--- config.mk ---
export PLATFORM = sky130hd
export DESIGN_NAME = npu_inference_capture_ctrl
export DESIGN_NICKNAME = d
export VERILOG_FILES = /design/src/rtl/npu_inference_capture_ctrl.sv
export SDC_FILE = /design/constraint.sdc
export NUM_CORES = 1
export LEC_CHECK = 0
export CORE_MARGIN = 3
export CORE_UTILIZATION = 48
export DETAILED_ROUTE_END_ITERATION = 16
export PLACE_DENSITY = 0.8
export SYNTH_ARGS = -nofsm -noshare
export SYNTH_HDL_FRONTEND = slang
export SYNTH_SLANG_ARGS = --single-unit
--- constraint.sdc ---
create_clock -name clk -period 2.75 [get_ports clk]
set_input_delay 0.4125 -clock clk [delete_from_list [all_inputs] [get_ports clk]]
set_output_delay 0.4125 -clock clk [all_outputs]
set_load 0.05 [all_outputs]
--- src/rtl/npu_inference_capture_ctrl.sv ---
// Capture sequencer for NPU inference results into port A of the result memory.
// Handles single-shot/continuous capture, a zero-fill clear sweep and dropped-result counting.
module npu_inference_capture_ctrl #(
  parameter int RES_WIDTH  = 4,
  parameter int ADDR_WIDTH = 2
) (
  input  logic                  clk,
  input  logic                  reset,
  input  logic                  infer_valid,
  input  logic [RES_WIDTH-1:0]  infer_data,
  input  logic [31:0]           sw_ctrl,
  output logic [ADDR_WIDTH-1:0] mem_addr,
  output logic [RES_WIDTH-1:0]  mem_din,
  output logic                  mem_we,
  output logic                  capture_done,
  output logic [31:0]           status
);

  localparam int DEPTH = 1 << ADDR_WIDTH;
  localparam logic [ADDR_WIDTH:0]   DEPTH_CNT = (ADDR_WIDTH + 1)'(DEPTH);
  localparam logic [ADDR_WIDTH-1:0] LAST_PTR  = {ADDR_WIDTH{1'b1}};
  localparam logic [ADDR_WIDTH-1:0] ZERO_PTR  = {ADDR_WIDTH{1'b0}};
  localparam logic [ADDR_WIDTH:0]   ZERO_CNT  = {(ADDR_WIDTH + 1){1'b0}};

  typedef enum logic [1:0] {
    IDLE    = 2'd0,
    CAPTURE = 2'd1,
    DONE    = 2'd2,
    CLEAR   = 2'd3
  } state_t;

  state_t                state_q, state_d;
  logic [31:0]           sw_ctrl_q, sw_ctrl_d;
  logic                  mem_we_q, mem_we_d;
  logic [ADDR_WIDTH-1:0] mem_addr_q, mem_addr_d;
  logic [RES_WIDTH-1:0]  mem_din_q, mem_din_d;
  logic                  capture_done_q, capture_done_d;
  logic [ADDR_WIDTH-1:0] wr_ptr_q, wr_ptr_d;
  logic [ADDR_WIDTH-1:0] clr_ptr_q, clr_ptr_d;
  logic [ADDR_WIDTH:0]   count_q, count_d;
  logic                  wrap_q, wrap_d;
  logic                  done_q, done_d;
  logic [RES_WIDTH-1:0]  last_q, last_d;
  logic [15:0]           drop_cnt_q, drop_cnt_d;
  logic [31:0]           status_q, status_d;

  logic [31:0]           cmd;
  logic                  cmd_arm, cmd_clear, cmd_stop, cont_mode;
  logic                  drop_inc;
  logic [ADDR_WIDTH-1:0] base_ptr;
  logic [ADDR_WIDTH:0]   base_cnt;
  logic                  base_wrap;
  logic [3:0]            last_nib;
  logic [7:0]            count_byte;
  logic                  unused_sw;

  assign cmd       = sw_ctrl & ~sw_ctrl_q;
  assign cmd_arm   = cmd[0];
  assign cmd_clear = cmd[1];
  assign cmd_stop  = cmd[3];
  assign cont_mode = sw_ctrl[2];
  assign unused_sw = ^{cmd[31:4], cmd[2]};

  assign last_nib   = 4'(last_q);
  assign count_byte = 8'(count_q);

  // Next-state, memory-port and bookkeeping decode.
  always_comb begin
    state_d        = state_q;
    sw_ctrl_d      = sw_ctrl;
    mem_we_d       = 1'b0;
    mem_addr_d     = mem_addr_q;
    mem_din_d      = mem_din_q;
    capture_done_d = 1'b0;
    wr_ptr_d       = wr_ptr_q;
    clr_ptr_d      = clr_ptr_q;
    count_d        = count_q;
    wrap_d         = wrap_q;
    done_d         = done_q;
    last_d         = last_q;
    drop_cnt_d     = drop_cnt_q;
    drop_inc       = 1'b0;
    base_ptr       = wr_ptr_q;
    base_cnt       = count_q;
    base_wrap      = wrap_q;

    if (cmd_clear) begin
      // Clear outranks every other command in every state and restarts any sweep.
      state_d    = CLEAR;
      clr_ptr_d  = ZERO_PTR;
      count_d    = ZERO_CNT;
      wrap_d     = 1'b0;
      done_d     = 1'b0;
      drop_cnt_d = 16'h0000;
    end else begin
      case (state_q)
        IDLE: begin
          if (cmd_arm) begin
            state_d  = CAPTURE;
            wr_ptr_d = ZERO_PTR;
            count_d  = ZERO_CNT;
            wrap_d   = 1'b0;
            done_d   = 1'b0;
          end else begin
            state_d = IDLE;
          end
        end
        CAPTURE: begin
          if (cmd_arm) begin
            base_ptr  = ZERO_PTR;
            base_cnt  = ZERO_CNT;
            base_wrap = 1'b0;
          end else begin
            base_ptr  = wr_ptr_q;
            base_cnt  = count_q;
            base_wrap = wrap_q;
          end
          if (cmd_stop && !cmd_arm) begin
            state_d        = DONE;
            done_d         = 1'b1;
            capture_done_d = 1'b1;
            drop_inc       = infer_valid;
          end else begin
            wr_ptr_d = base_ptr;
            count_d  = base_cnt;
            wrap_d   = base_wrap;
            done_d   = 1'b0;
            if (infer_valid) begin
              mem_we_d   = 1'b1;
              mem_addr_d = base_ptr;
              mem_din_d  = infer_data;
              last_d     = infer_data;
              wr_ptr_d   = base_ptr + {{(ADDR_WIDTH-1){1'b0}}, 1'b1};
              count_d    = (base_cnt == DEPTH_CNT) ? DEPTH_CNT
                                                   : base_cnt + {{ADDR_WIDTH{1'b0}}, 1'b1};
              if (cont_mode) begin
                // Wrap marks the first overwrite of a fully captured buffer.
                if ((base_ptr == ZERO_PTR) && (base_cnt == DEPTH_CNT)) begin
                  wrap_d = 1'b1;
                end else begin
                  wrap_d = base_wrap;
                end
              end else if (count_d == DEPTH_CNT) begin
                state_d        = DONE;
                done_d         = 1'b1;
                capture_done_d = 1'b1;
              end else begin
                state_d = CAPTURE;
              end
            end else begin
              state_d = CAPTURE;
            end
          end
        end
        DONE: begin
          drop_inc = infer_valid;
          if (cmd_arm) begin
            state_d  = CAPTURE;
            wr_ptr_d = ZERO_PTR;
            count_d  = ZERO_CNT;
            wrap_d   = 1'b0;
            done_d   = 1'b0;
          end else begin
            state_d = DONE;
          end
        end
        CLEAR: begin
          drop_inc   = infer_valid;
          mem_we_d   = 1'b1;
          mem_addr_d = clr_ptr_q;
          mem_din_d  = {RES_WIDTH{1'b0}};
          clr_ptr_d  = clr_ptr_q + {{(ADDR_WIDTH-1){1'b0}}, 1'b1};
          if (clr_ptr_q == LAST_PTR) begin
            state_d  = IDLE;
            wr_ptr_d = ZERO_PTR;
          end else begin
            state_d = CLEAR;
          end
        end
        default: begin
          state_d = IDLE;
        end
      endcase
    end

    if (drop_inc && (drop_cnt_q != 16'hFFFF)) begin
      drop_cnt_d = drop_cnt_q + 16'h0001;
    end else begin
      drop_cnt_d = drop_cnt_d;
    end

    status_d = {state_q, wrap_q, done_q, last_nib, count_byte, drop_cnt_q};
  end

  // State and output registers with synchronous reset.
  always_ff @(posedge clk) begin
    if (reset) begin
      state_q        <= IDLE;
      sw_ctrl_q      <= 32'h0000_0000;
      mem_we_q       <= 1'b0;
      mem_addr_q     <= ZERO_PTR;
      mem_din_q      <= {RES_WIDTH{1'b0}};
      capture_done_q <= 1'b0;
      wr_ptr_q       <= ZERO_PTR;
      clr_ptr_q      <= ZERO_PTR;
      count_q        <= ZERO_CNT;
      wrap_q         <= 1'b0;
      done_q         <= 1'b0;
      last_q         <= {RES_WIDTH{1'b0}};
      drop_cnt_q     <= 16'h0000;
      status_q       <= 32'h0000_0000;
    end else begin
      state_q        <= state_d;
      sw_ctrl_q      <= sw_ctrl_d;
      mem_we_q       <= mem_we_d;
      mem_addr_q     <= mem_addr_d;
      mem_din_q      <= mem_din_d;
      capture_done_q <= capture_done_d;
      wr_ptr_q       <= wr_ptr_d;
      clr_ptr_q      <= clr_ptr_d;
      count_q        <= count_d;
      wrap_q         <= wrap_d;
      done_q         <= done_d;
      last_q         <= last_d;
      drop_cnt_q     <= drop_cnt_d;
      status_q       <= status_d;
    end
  end

  assign mem_we       = mem_we_q;
  assign mem_addr     = mem_addr_q;
  assign mem_din      = mem_din_q;
  assign capture_done = capture_done_q;
  assign status       = status_q;

endmodule

==> flow_metrics.tcl, run 1 <==
set metrics [dict create \
    p_leak_nw 1.234 \
    crit_type "in -> reg" \
    remaining_drc_errors 0 \
    yosysUniqueCellTypes 55 \
    port-buffer-count 45 \
    routed-via-count 2191 \
    rsz0062_at_grt "no" \
    top_layer "met4" \
    cts_buffers 9 \
    clock.fmax_ghz 0.4587 \
    grtUsageTotal_pct 16.70 \
    endpoint_kind "flip-flop" \
    yosysWarnings 0 \
    startpoint_type "input port" \
    drive_gt1_share_pct 12.07 \
    relSlewSlack_pct 48.37 \
    gp_congestion 0.8917 \
    worstPathRequired_ns 3.03 \
    skew_ns 0.008412 \
    syn-cell-area_mm2 0.002854 \
    clk-insertion-delay-late_ns 0.34 \
    dieArea_mm2 0.006907 \
    synthCells 293 \
    io_pins 79 \
    fin_setup_tns_ns 0 \
    yosys.area_share.xor_xnor_pct 3.989 \
    vdd_drop_max_v 0.0003265 \
    seqCellArea_mm2 0.001381 \
    grt_pass1_wl_um 9425 \
    clkTransAtPathRegs_ns 0.07 \
    worstMarginPinSlew_ns 0.7686 \
    hold_path.class "reg -> reg" \
    clk_path_buf_depth 2 \
    cts_root_buffer "clkbuf_8" \
    maxCapViolCount 0 \
    rows 27 \
    post-cts-setup-buffer-count 0 \
    hold_buffers 0 \
    worstPathMaxFanout 6 \
    die_width_um 83.11 \
    synth.ff_latch_count 69 \
    async_flop_share_pct 0 \
    cts_sinks 69 \
    multiInputGateArea_mm2 0.001389 \
    initial_core_util_pct 50.59 \
    fillers 473 \
    post_cts_resized 0 \
    crit_arrival_ns 2.46 \
    hold_viol 0 \
    synth_compound_area_share_pct 13.06 \
    wl_um 5650 \
    outcome "finished, final reports clean" \
    synth_adder_area_share_pct 1.754 \
    ys.flop_type "dfxtp_1" \
    die_y_um 83.11 \
    cts_tree "built" \
    met3_length_um 413 \
    synth_top_area_share_pct 48.40 \
    dp_hpwl_um 3996 \
    layout.nets 386 \
    drv_slew 0 \
    synth_area_leaders "dfxtp_1 48%, nor2b_1 7.0%, nor2_1 4.6%, xnor2_1 3.7%, mux2i_1 3.2%" \
    setup_viol 0 \
    yosys.area.top_type "dfxtp_1" \
    met2WireLength_um 2527 \
    syn_to_final_growth_pct 24.46 \
    viasPerCell 5.217 \
    antenna_found_initial 0 \
    fin_crit_ns 2.180 \
    wl_per_cell_um 13.45 \
    drt_pass1_iterations 4 \
    power_density_mw_per_mm2 550.5 \
    synth_edf_count 0 \
    grt_pass1_vias 2094 \
    timing.final.crit_share_pct 79.27 \
    synth_mux_area_share_pct 3.157 \
    synthSimpleGateAreaFrac_pct 26.04 \
    core_area_mm2 0.005642 \
    seq_area_frac_synth_pct 48.40 \
    ctsHtreeMaxLevel 3 \
    synth_top_family_by_area "simple AND/OR/NAND/NOR gates" \
    overflow 0 \
    avgSynthCellArea_um2 9.741 \
    m1WireLength_um 2604 \
    grt_start_max_net_pins 17 \
    min_delay_path_depth 1 \
    diodes 0 \
    final_antenna_net_count 0 \
    drt_iter0_drc 160 \
    total_power_w 0.001955 \
    r2r_cells 6 \
]
[per-layer routing]
| layer | vias up | GRT usage [%] |
|---|---|---|
| li1 | 1113 | - |
| met1 | 982 | 21.40 |
| met2 | 85 | 25.87 |
| met3 | 11 | 4.861 |
| met4 | 0 | 7.727 |
| met5 | - | 0 |
[through the flow]
| stage | util (%) | instance area [um2] | cells | hold WS (ns) | setup WS (ns) |
|---|---|---|---|---|---|
| 4_1_cts | 62.96 | 3552 | 420 | 0.4680 | 0.5964 |
| 3_3_place_gp | 59.81 | 3374 | 404 | 0.4469 | 0.2890 |
| 3_5_place_dp | 59.81 | 3374 | 404 | 0.4522 | 0.2523 |
| 5_1_grt | 62.96 | 3552 | 420 | 0.4846 | 0.4296 |
| 2_1_floorplan | - | 2869 | 297 | 0.4312 | 0.7812 |
| 6_report | 62.96 | 3552 | 420 | 0.4676 | 0.5700 |
[worst paths after layout]
| kind | slack, ns | startpoint | end |
|---|---|---|---|
| max | 0.57 | sw_ctrl[3] | mem_din[3] |
| min | 0.47 | last_nib[2] | status[26] |
| max reg2reg | 0.65 | drop_cnt_q[0] | drop_cnt_q[3] |
| min reg2reg | 0.47 | last_nib[2] | status[26] |
[Yosys cell counts (2+ instances only)]
cell      number
and2_1         2
clkbuf_1       7
mux2i_1        9
nand3_2        2
nand2_1       20
inv_1          3
a22oi_1        2
dfxtp_1       69
buf_4          5
a211oi_1       2
o21ai_1        4
or3_1          4
nand2b_1       3
a32o_1         5
buf_2          4
nand4_1        4
nand3_1        9
nor3_1         2
a21oi_2        2
ha_1           4
nor2b_1       32
xnor2_1       12
nor4_2         5
nor2_1        35
o21ai_0        5
a21oi_1       13
[cell families (layout without fill, tap and decap cells)]
kind of cell,count (synthesis),count (layout)
AOI/OAI and AO/OA,47,47
xor gates and xnor gates,13,13
adders and majority gates,4,4
buffers and inverters,20,71
DFF,69,69
muxes,9,9
other,1,5
and+or+nand+nor,130,130
[layout by cell type, fill, tap and decap left out, types with 3 or more instances in the layout]
| master | instances |
|---|---|
| a21oi_1 | 13 |
| a32o_1 | 5 |
| buf_4 | 7 |
| clkbuf_8 | 11 |
| clkdlybuf4s50_1 | 45 |
| clkinv_2 | 3 |
| conb_1 | 5 |
| dfxtp_1 | 69 |
| ha_1 | 4 |
| inv_1 | 3 |
| mux2i_1 | 9 |
| nand2_1 | 20 |
| nand2b_1 | 3 |
| nand3_1 | 9 |
| nand4_1 | 4 |
| nor2_1 | 35 |
| nor2b_1 | 32 |
| nor4_2 | 5 |
| o21ai_0 | 5 |
| o21ai_1 | 4 |
| or3_1 | 4 |
| xnor2_1 | 12 |
[registers in the layout (all words and copies together), names as in the netlist]
name	flops
capture_done	1
count_q	3
last_nib	4
done_q	1
mem_we	1
status	27
clr_ptr_q	2
drop_cnt_q	16
wr_ptr_q	2
mem_din	4
wrap_q	1
state_q	2
sw_ctrl_q	3
mem_addr	2
[worst max-delay path: stages]
cell,delay [ns]
clkdlybuf4s50_1,0.47
nor2b_1,0.53
a21oi_1,0.19
o211ai_1,0.41
and2b_1,0.29
a32o_1,0.15
[layout make-up]
class / count / area share, %
Multi-Input combinational cell: 208 / 39.10
Sequential cell: 69 / 38.89
Timing Repair Buffer: 52 / 14.16
Clock buffer: 12 / 4.368
Tap cell: 72 / 2.536
Clock inverter: 4 / 0.6340
Inverter: 3 / 0.3170
[where the power goes]
group | internal [W] | total, W | switching, W
Sequential | 0.00102 | 0.00103 | 0.0000126
Clock | 0.000372 | 0.000730 | 0.000359
Combinational | 0.0000691 | 0.000196 | 0.000127
No activity file was read; power rests on OpenSTA's default activity.
==> run 2: changes to the inputs <==
==> constraint.sdc (replaced) <==
create_clock -name clk -period 2.2 [get_ports clk]
set_input_delay 0.33 -clock clk [delete_from_list [all_inputs] [get_ports clk]]
set_output_delay 0.33 -clock clk [all_outputs]
set_load 0.05 [all_outputs]
==> run 2 against run 1 <==
Register-to-register slack got worse by 0.36 ns. Clock skew rose by 0.0013 ns. Worst hold slack got worse by 0.0032 ns. First-iteration DRC count fell by 13%. Non-clock buffer count rose by 9. Worst setup slack got worse by 0.37 ns. Power rose by 26%. Cell count rose by 2.1%. Wire length rose by 1.7%. Flip-flop and latch count did not move. Critical endpoint is now state_q[1]. Largest cell class unchanged.
==> flow_metrics.tcl, run 2 (same netlist as run 1, synthesis figures left out) <==
set metrics [dict create \
    outcome "finished, final reports clean" \
    remaining_drc_errors 0 \
    rr_endpoint "state_q[1]" \
    clock.fmax_ghz 0.5005 \
    cts_tree "built" \
    worstPathMaxFanout 4 \
    die_y_um 83.11 \
    min_delay_path_depth 1 \
    dp_hpwl_um 4130 \
    gp_congestion 0.8743 \
    hold_buffers 0 \
    rows 27 \
    hold_path.class "reg -> reg" \
    syn_to_final_growth_pct 26.87 \
    grtUsageTotal_pct 17.63 \
    cts_buffers 9 \
    viasPerCell 5.268 \
    grt_pass1_vias 2211 \
    clk_path_buf_depth 2 \
    post_cts_resized 0 \
    use_met3_pct 4.762 \
    hold_viol 0 \
    drt_pass1_iterations 4 \
    endpoint_kind "flip-flop" \
    p_leak_nw 1.273 \
    fin_setup_tns_ns 0 \
    diodes 0 \
    layout_common_cells "69 x dfxtp_1, 45 x clkdlybuf4s50_1, 35 x nor2_1" \
    antenna_found_initial 0 \
    worstPathRequired_ns 2.43 \
    reg2reg_from "sw_ctrl_q[0]" \
    wl_per_cell_um 13.39 \
    crit_arrival_ns 2.23 \
    startpoint_type "input port" \
    rsz0062_at_grt "no" \
    rrSetupSlack_ns 0.29 \
    hp-start "last_nib[1]" \
    placed_area_mm2 0.003442 \
    crit_type "in -> reg" \
    relSlewSlack_pct 66.56 \
    stdcell_area_mm2 0.003621 \
    whs_endpoint "status[25]" \
    timing.hold.ws_ns 0.4644 \
    ctsHtreeMaxLevel 3 \
    total_power_w 0.002459 \
    maxCapViolCount 0 \
    worstMarginPinSlew_ns 0.5000 \
    port-buffer-count 45 \
    drt_iter0_drc 140 \
    clk-insertion-delay-late_ns 0.34 \
    wl_um 5746 \
    grt_busiest_layer "met2" \
    layout_commonest_cell "dfxtp_1" \
    core_area_mm2 0.005642 \
    drive_gt1_share_pct 14.01 \
    cts_sinks 69 \
    dieArea_mm2 0.006907 \
    drv_slew 0 \
    clkTransAtPathRegs_ns 0.07 \
    fin_crit_ns 1.998 \
    power_density_mw_per_mm2 679.2 \
    skew_ns 0.009707 \
    io_pins 79 \
    die_width_um 83.11 \
    final_antenna_net_count 0 \
    layout.nets 395 \
    post-cts-setup-buffer-count 0 \
    met2_usage_pct 27.55 \
    overflow 0 \
    grt_pass1_wl_um 9998 \
    largest_register_ffs 27 \
    setup_viol 0 \
    fillers 472 \
    globalRouteMet1Util_pct 22.01 \
    routed-via-count 2260 \
    vdd_drop_max_v 0.0003262 \
    cts_root_buffer "clkbuf_8" \
    timing.final.crit_share_pct 90.81 \
    grt_start_max_net_pins 20 \
    r2r_cells 8 \
    initial_core_util_pct 50.59 \
]
run 2: stage by stage:
stage,setup slack (ns),std cells,util (%)
floorplan,0.2839,297,-
global placement,-0.03354,413,61.01
detailed placement,-0.09471,413,61.01
CTS,0.2647,429,64.18
global route,0.06328,429,64.18
finish,0.2021,429,64.18
run 2: worst max-delay path, cell delays in order:
cell and delay (ns):
clkdlybuf4s50_1 0.51, nand2b_2 0.10, nand2_1 0.09, ha_1 0.18, and4b_1 0.20, nor3_1 0.24, nand2_1 0.12, a21o_1 0.19
a221oi_1 0.28
run 2: power breakdown:
group          internal [W]  switching [W]
Combinational     0.0000929       0.000162
Sequential          0.00127      0.0000135
Clock              0.000469       0.000451
Total               0.00183       0.000627
run 2: worst max-delay path by stage:
stage,cells past startpoint,endpoint,startpoint
after floorplan,8,state_q[1],sw_ctrl_q[0]
after global placement,9,state_q[1],sw_ctrl[0]
after detailed placement,9,state_q[1],sw_ctrl[0]
after CTS,9,state_q[1],sw_ctrl[0]
after global routing,8,state_q[1],sw_ctrl[0]
final,9,state_q[1],sw_ctrl[0]
run 2: cell type report:
type / instances / area [um2] / area share, %
clock buffers: 13 / 158.9 / 4.388
clock inverters: 3 / 20.02 / 0.5529
inverters: 3 / 11.26 / 0.3110
multi-input cells: 208 / 1389 / 38.36
flip-flops and latches: 69 / 1381 / 38.15
well taps: 72 / 90.09 / 2.488
repair buffers: 61 / 570.5 / 15.76
run 2: metal layers:
metal	routed length (um)	share of wire [%]	vias to the layer above
met5	0	0	-
met4	167	2.9	0
met3	342	6.0	18
met2	2571	45	77
met1	2664	46	1041
li1	-	-	1124
==> run 3: changes to the inputs <==
--- a/config.mk
+++ b/config.mk
@@ -5,10 +5,11 @@
 export SDC_FILE = /design/constraint.sdc
 export NUM_CORES = 1
 export LEC_CHECK = 0
-export CORE_MARGIN = 3
 export CORE_UTILIZATION = 48
 export DETAILED_ROUTE_END_ITERATION = 16
 export PLACE_DENSITY = 0.8
+export REMOVE_ABC_BUFFERS = 1
 export SYNTH_ARGS = -nofsm -noshare
 export SYNTH_HDL_FRONTEND = slang
 export SYNTH_SLANG_ARGS = --single-unit
+export TNS_END_PERCENT = 5
==> run 3 against run 2 <==
Critical path depth fell by 4. Fmax increased by 2.7%. Clock-buffer cell count down 1. Register-to-register slack worse by 0.04 ns. Worst hold slack got worse by 0.0020 ns. Cell count is 0.23% lower. First-iteration DRC count down 11%. Sequential power is essentially flat. Sequential share of layout area rose by 0.28 points. Core utilization shrank 0.082 points. Non-clock buffer count is 1 lower.
==> flow_metrics.tcl, run 3 (same netlist as run 1, synthesis figures left out) <==
set metrics [dict create \
    final_antenna_net_count 0 \
    grt_pass1_vias 2042 \
    dp_hpwl_um 4024 \
    endpoint_kind "flip-flop" \
    antenna_found_initial 0 \
    setup_viol 0 \
    core_area_mm2 0.005608 \
    fin_util_pct 64.10 \
    ctsHtreeMaxLevel 3 \
    met3_length_um 186 \
    viasPerCell 5.145 \
    startpoint_type "flip-flop" \
    fillers 472 \
    layout_common_cells "69 x dfxtp_1, 45 x clkdlybuf4s50_1, 35 x nor2_1" \
    rrSetupSlack_ns 0.25 \
    outcome "finished, final reports clean" \
    p_leak_nw 1.258 \
    worstMarginPinSlew_ns 0.5095 \
    worstPathMaxFanout 13 \
    syn_to_final_growth_pct 25.95 \
    worstPathRequired_ns 2.40 \
    die_y_um 79.11 \
    rsz0062_at_grt "no" \
    r2r_cells 5 \
    maxCapViolCount 0 \
    hp-start "last_nib[1]" \
    wl_um 5685 \
    fin_crit_ns 1.946 \
    skew_ns 0.01124 \
    clkTransAtPathRegs_ns 0.07 \
    largest_register_ffs 27 \
    min_delay_path_depth 1 \
    drt_pass1_iterations 4 \
    grtUsageTotal_pct 19.84 \
    gp_congestion 0.8715 \
    hold_path.class "reg -> reg" \
    power_density_mw_per_mm2 667.6 \
    initial_core_util_pct 50.89 \
    layout_commonest_cell "dfxtp_1" \
    crit_type "reg -> reg" \
    grt_pass1_wl_um 9480 \
    cts_root_buffer "clkbuf_8" \
    top_layer "met4" \
    diodes 0 \
    placedCellCount 412 \
    hold_buffers 0 \
    stdcell_count 428 \
    vdd_drop_max_v 0.0003476 \
    drive_gt1_share_pct 13.48 \
    post-cts-setup-buffer-count 0 \
    layout.nets 394 \
    clock.fmax_ghz 0.5139 \
    relSlewSlack_pct 65.16 \
    m1WireLength_um 2829 \
    hold_viol 0 \
    remaining_drc_errors 0 \
    cp-startpoint "state_q[1]" \
    grt_start_max_net_pins 29 \
    met2WireLength_um 2579 \
    clk-insertion-delay-late_ns 0.33 \
    crit_arrival_ns 2.15 \
    wl_per_cell_um 13.28 \
    cp_cell_sequence "nand2b_1 > a211oi_4 > buf_4 > a2111oi_0 > a21oi_1" \
    drt_iter0_drc 124 \
    total_power_w 0.002400 \
    cts_buffers 9 \
    routed-via-count 2202 \
    cts_sinks 69 \
    port-buffer-count 45 \
    rr_endpoint "state_q[0]" \
    post_cts_resized 0 \
    rows 27 \
    clk_path_buf_depth 2 \
    dieArea_mm2 0.006258 \
    io_pins 79 \
    die_width_um 79.11 \
    crit_path_end "state_q[0]" \
    reg2reg_from "state_q[1]" \
    slowest_stage "dfxtp_1" \
    overflow 0 \
    cp_slowest_stage_delay_ns 0.60 \
    drv_slew 0 \
    cts_tree "built" \
    timing.final.crit_share_pct 88.45 \
]
==> run 3: how the worst min path moves through the flow <==
stage / endpoint
after floorplan: status[30]
after global placement: status[26]
after detailed placement: status[25]
after CTS: status[25]
after global routing: status[29]
final: status[25]
==> run 3: per-layer routing <==
metal	track usage [%]	vias up
li1	-	1131
met1	25.72	1017
met2	31.12	45
met3	4.023	9
met4	10.18	0
met5	0	-
==> run 3: area by class of cell <==
cell class,count,area (um2),area share [%]
Multi-Input combinational cell,208,1389,38.64
Sequential cell,69,1381,38.43
Timing Repair Buffer,60,563.0,15.66
Clock buffer,12,135.1,3.759
Tap cell,72,90.09,2.506
Clock inverter,4,25.02,0.6961
Inverter,3,11.26,0.3133
==> run 3: stage by stage <==
stage	setup TNS (ns)	hold WS, ns	setup slack (ns)	area (um2)
4_1_cts	0	0.4654	0.2800	3595
6_report	0	0.4624	0.2541	3595
5_1_grt	0	0.4778	0.1239	3595
3_3_place_gp	-0.04141	0.4478	-0.03017	3435
3_5_place_dp	-0.06972	0.4515	-0.03968	3435
2_1_floorplan	0	0.3967	0.3724	2781
==> run 3: worst max-delay path, delay by kind of cell, from the launching register on <==
family	cells	cell delay, ns
and+or+nand+nor	1	0.30
AOI/OAI and AO/OA	3	0.74
buffers and inverters	1	0.18
DFF	1	0.60
==> run 3: power breakdown <==
group / total (W) / internal [W] / switching, W
registers: 0.00129 / 0.00127 / 0.0000161
clock network: 0.000857 / 0.000406 / 0.000451
logic: 0.000256 / 0.0000929 / 0.000164
total: 0.00240 / 0.00177 / 0.000631
